==> src/rtl/lshift_reg_pkg.sv <==
// Shared constants and the rotate-left helper for lshift_reg.
package lshift_reg_pkg;

  localparam int DEFAULT_WIDTH = 8;
  // Upper bound on WIDTH; the helper works on a wide vector and masks to the real width.
  localparam int ROT_MAX_WIDTH = 1024;
  localparam logic [ROT_MAX_WIDTH-1:0] RESET_VAL = {ROT_MAX_WIDTH{1'b0}};

  function automatic logic [ROT_MAX_WIDTH-1:0] rotl1(input logic [ROT_MAX_WIDTH-1:0] val,
                                                     input int unsigned width);
    logic [ROT_MAX_WIDTH-1:0] mask;
    mask  = {ROT_MAX_WIDTH{1'b1}} >> (ROT_MAX_WIDTH - width);
    rotl1 = ((val << 1) | {{(ROT_MAX_WIDTH-1){1'b0}}, val[width-1]}) & mask;
  endfunction

endpackage

==> src/rtl/lshift_reg.sv <==
// Loadable rotate-left register with synchronous active-low reset.
// Define LSHIFT_REG_ASSERT_EN to compile in simulation-only rotation/X checks.
module lshift_reg
  import lshift_reg_pkg::*;
#(
  parameter int WIDTH = DEFAULT_WIDTH
) (
  input  logic             clk,
  input  logic             rstn,
  input  logic [WIDTH-1:0] load_val,
  input  logic             load_en,
  output logic [WIDTH-1:0] op
);

  logic [WIDTH-1:0] op_q;
  logic [WIDTH-1:0] op_d;

  // Next value: parallel load wins over rotation.
  always_comb begin
    op_d = op_q;
    if (load_en) begin
      op_d = load_val;
    end else begin
      op_d = WIDTH'(rotl1(ROT_MAX_WIDTH'(op_q), WIDTH));
    end
  end

  // State register; reset has top priority and is sampled on the clock.
  always_ff @(posedge clk) begin
    if (!rstn) begin
      op_q <= WIDTH'(RESET_VAL);
    end else begin
      op_q <= op_d;
    end
  end

  assign op = op_q;

`ifdef LSHIFT_REG_ASSERT_EN
  a_popcount: assert property (@(posedge clk) (rstn === 1'b1 && load_en === 1'b0)
      |=> $countones(op_q) == $countones($past(op_q)))
    else $error("lshift_reg: population count changed while rotating");

  a_rotate: assert property (@(posedge clk) (rstn === 1'b1 && load_en === 1'b0)
      |=> op_q == WIDTH'(rotl1(ROT_MAX_WIDTH'($past(op_q)), WIDTH)))
    else $error("lshift_reg: op is not previous value rotated left by one");

  a_known: assert property (@(posedge clk) !$isunknown({rstn, load_en}))
    else $error("lshift_reg: rstn or load_en unknown at clock edge");
`endif

endmodule

==> config.mk <==
export PLATFORM = sky130hd
export DESIGN_NAME = lshift_reg
export DESIGN_NICKNAME = d
export VERILOG_FILES = /design/src/rtl/lshift_reg_pkg.sv /design/src/rtl/lshift_reg.sv
export SDC_FILE = /design/constraint.sdc
export NUM_CORES = 1
export LEC_CHECK = 0
export ABC_AREA = 1
export BUFFER_PORTS_ARGS = -buffer_cell sky130_fd_sc_hd__buf_2
export CORE_AREA = 3 3 42 44
export DETAILED_ROUTE_END_ITERATION = 8
export DIE_AREA = 0 0 45 47
export GPL_ROUTABILITY_DRIVEN = 0
export SLEW_MARGIN = 10
export SYNTH_ARGS = -nofsm -noshare
export SYNTH_HDL_FRONTEND = slang
export SYNTH_SLANG_ARGS = --single-unit
==> constraint.sdc <==
create_clock -name clk -period 1.7 [get_ports clk]
set_clock_uncertainty 0.1 [all_clocks]
set_input_delay 0.51 -clock clk [delete_from_list [all_inputs] [get_ports clk]]
set_output_delay 0.51 -clock clk [all_outputs]
set_load 0.05 [all_outputs]
Word level (Yosys, flattened, before mapping)
Index checks and enable logic that the tools add are counted.
{"block": "op_classes", "mux": 1, "bitwise_logic": 1}
{"operator": "8-bit two-way mux", "count": 1}
{"operator": "8-bit by 1-bit OR with 8-bit output", "count": 1}
{"block": "word_totals", "reg_bits": 8, "input_bits": 11, "output_inout_bits": 8, "elab_cells": 3}

Depth between registers and ports, before layout
{"block": "logic_depth", "ltp_word": 2, "ltp_mapped": 5, "depth_no_buf": 4}

Least setup slack after synthesis
No wires, ideal clock.
{"block": "synth_path", "kind": "register -> output", "start": "register op_q[0], in the netlist op[0]", "end": "output op[0]", "arrival_time_ns": 0.603, "t_required_ns": 1.090, "setup_slack_ns": 0.487, "stages_incl_launch_ff": 1, "n_path_buf": 0, "cell_sequence": "dfxtp_1"}
{"element": "start: declaration", "line_no": "lshift_reg.sv:15", "text": "logic [WIDTH-1:0] op_q;"}
{"element": "start signal: assignment", "line_no": "lshift_reg.sv:31", "text": "op_q <= WIDTH'(RESET_VAL);"}
{"element": "start signal: assignment", "line_no": "lshift_reg.sv:33", "text": "op_q <= op_d;"}
{"element": "end: declaration", "line_no": "lshift_reg.sv:12", "text": "output logic [WIDTH-1:0] op"}
No word-level cell between the ends.

Worst setup path after layout
{"block": "layout_path", "start": "register op_q[4], in the netlist op[4]", "end": "output op[4]"}
No word-level cell between the ends.

==> results.cfg <==
[run_status]
status = complete, no violations

[sta]
tightestPinTransition_ps = 289.4
finalSetupTns_ps = 0
rsz0062_at_grt = no
slew_viol_final = 0
finalHoldViolations = 0
finalCritPeriodShare_pct = 86.02
setup_viol = 0
fmax_mhz = 683.8
period_needed_ps = 1462
slew_headroom_pct = 80.71

[setup_path]
slowest_stage = dfxtp_1
path_class = reg2out
path_buf_inv = 1
arrival_ps = 850
max_stage_delay_ps = 340
worst_setup_path_start_kind = flip-flop
cp_cell_sequence = buf_2
critPathRequiredTime_ps = 1090
crit_family = flip-flops
cp-end-kind = output pin
crit_fanout = 2

[final_layout]
final_layout_size_suffix_gt1_share_pct = 33.33
largest_reg_flops = 8
most-common-layout-cells = 18 x buf_2, 16 x nor2_1, 14 x nand2_1
num-nets-final = 82
design_area_sq_um = 447.9
area_growth_pct = 25.61
mostFrequentLayoutCell = buf_2
num_antenna_cells = 0

[synthesis]
ys_seq_elements = 8
yosysUniqueCellTypes = 7
netlist_instances = 51
ys_seq_area_share_pct = 44.91
avgSynthCellArea_sq_um = 6.992
netlist_area_sq_um = 356.6
syn_nets = 62
yosysWarnings = 0

[grt]
gr-usage-all-layers_pct = 7.765
grt_max_degree = 17
antenna_found_initial = 0
overflow = 0
grt_pass1_vias = 292
grt_pass1_wl_um = 1131

[detailed_routing]
final_antenna_net_count = 0
dr.pass1.iters = 4
vias_per_cell = 3.765
drc = 0
via_count = 320
totalWireLength_um = 705
wl_per_cell_um = 8.294
drt_iter0_markers = 1

[cts]
cts_tree = yes
clockBufferDepth = 2
postCtsHoldBufs = 0
root_buffer = clkbuf_4
post_cts_buffers = 0
htreeDepth = 1
cts-resized-gates = 0
clk-insertion-delay-late_ps = 250
path_clk_slew_ps = 60
cts_sinks = 8
cts_made_buffers = 3

[floorplan]
coreArea_sq_mm = 0.001471
initial_utilization_pct = 24.23
die_w_um = 45
dieArea_sq_mm = 0.002115
top_level_ports = 19
fp.dieH_um = 47
num_rows = 14

[job]
drv_cap = 0

[hold_path]
hold_class = reg2reg

[power]
ir_worst_vdd_v = 0.0002735
p_leak_nw = 0.2761
power_density_mw_per_mm2 = 1011
p_total_w = 0.0004530

[place]
dp.final_hpwl_um = 525.3
io_buffers = 18
post_dp_cell_area_sq_um = 425.4
[layout make-up]
class                           instances  area [sq um]
Fill cell                             184          1023
Sequential cell                         8         160.2
Multi-Input combinational cell         32         125.1
Timing Repair Buffer                   18         90.09
Inverter                                8         30.03
Clock buffer                            3         22.52
Tap cell                               16         20.02
[layer usage]
| metal | up-vias | share of wire [%] | track usage [%] |
|---|---|---|---|
| li1 | 179 | - | - |
| met1 | 126 | 50 | 10.09 |
| met2 | 13 | 41 | 10.17 |
| met3 | 2 | 7.8 | 2.299 |
| met4 | 0 | 0.71 | 7.018 |
| met5 | - | 0 | 0 |
[cell families (layout without fill, tap and decap cells)]
kind of cell	after synthesis	in the layout	share of synthesized area, %
flops	8	8	44.91
simple gates	32	32	35.09
buf+inv	11	29	20.00
[synth_stat cells, drive strengths merged]
cell type,number,area (sq um)
nand2,16,65.06
nor2,16,60.06
dfxtp,8,160.2
inv,8,30.03
buf,3,41.29
[stage by stage]
| stage | cells | utilization [%] | setup slack, ps | hold slack [ps] |
|---|---|---|---|---|
| floorplan | 51 | - | 486.7 | 588.7 |
| global placement | 82 | 28.91 | 515.5 | 360.0 |
| detailed placement | 82 | 28.91 | 505.1 | 365.4 |
| CTS | 85 | 30.44 | 228.0 | 374.7 |
| global route | 85 | 30.44 | 204.8 | 400.5 |
| finish | 85 | 30.44 | 237.7 | 370.3 |
[path summary, 6_finish.rpt]
check        start  endpoint  cells after the start  slack [ps]
max          op[4]     op[4]                      1         240
min          op[2]     op[3]                      2         370
max reg2reg  op[4]     op[5]                      2        1030
min reg2reg  op[2]     op[3]                      2         370
[power by group]
| part | switching (W) | internal [W] | total, W |
|---|---|---|---|
| clock | 0.0000629 | 0.0000807 | 0.000144 |
| sequential | 0.00000639 | 0.000201 | 0.000207 |
| combinational | 0.0000740 | 0.0000282 | 0.000102 |
| total | 0.000143 | 0.000310 | 0.000453 |
No activity file was read; power rests on OpenSTA's default activity.
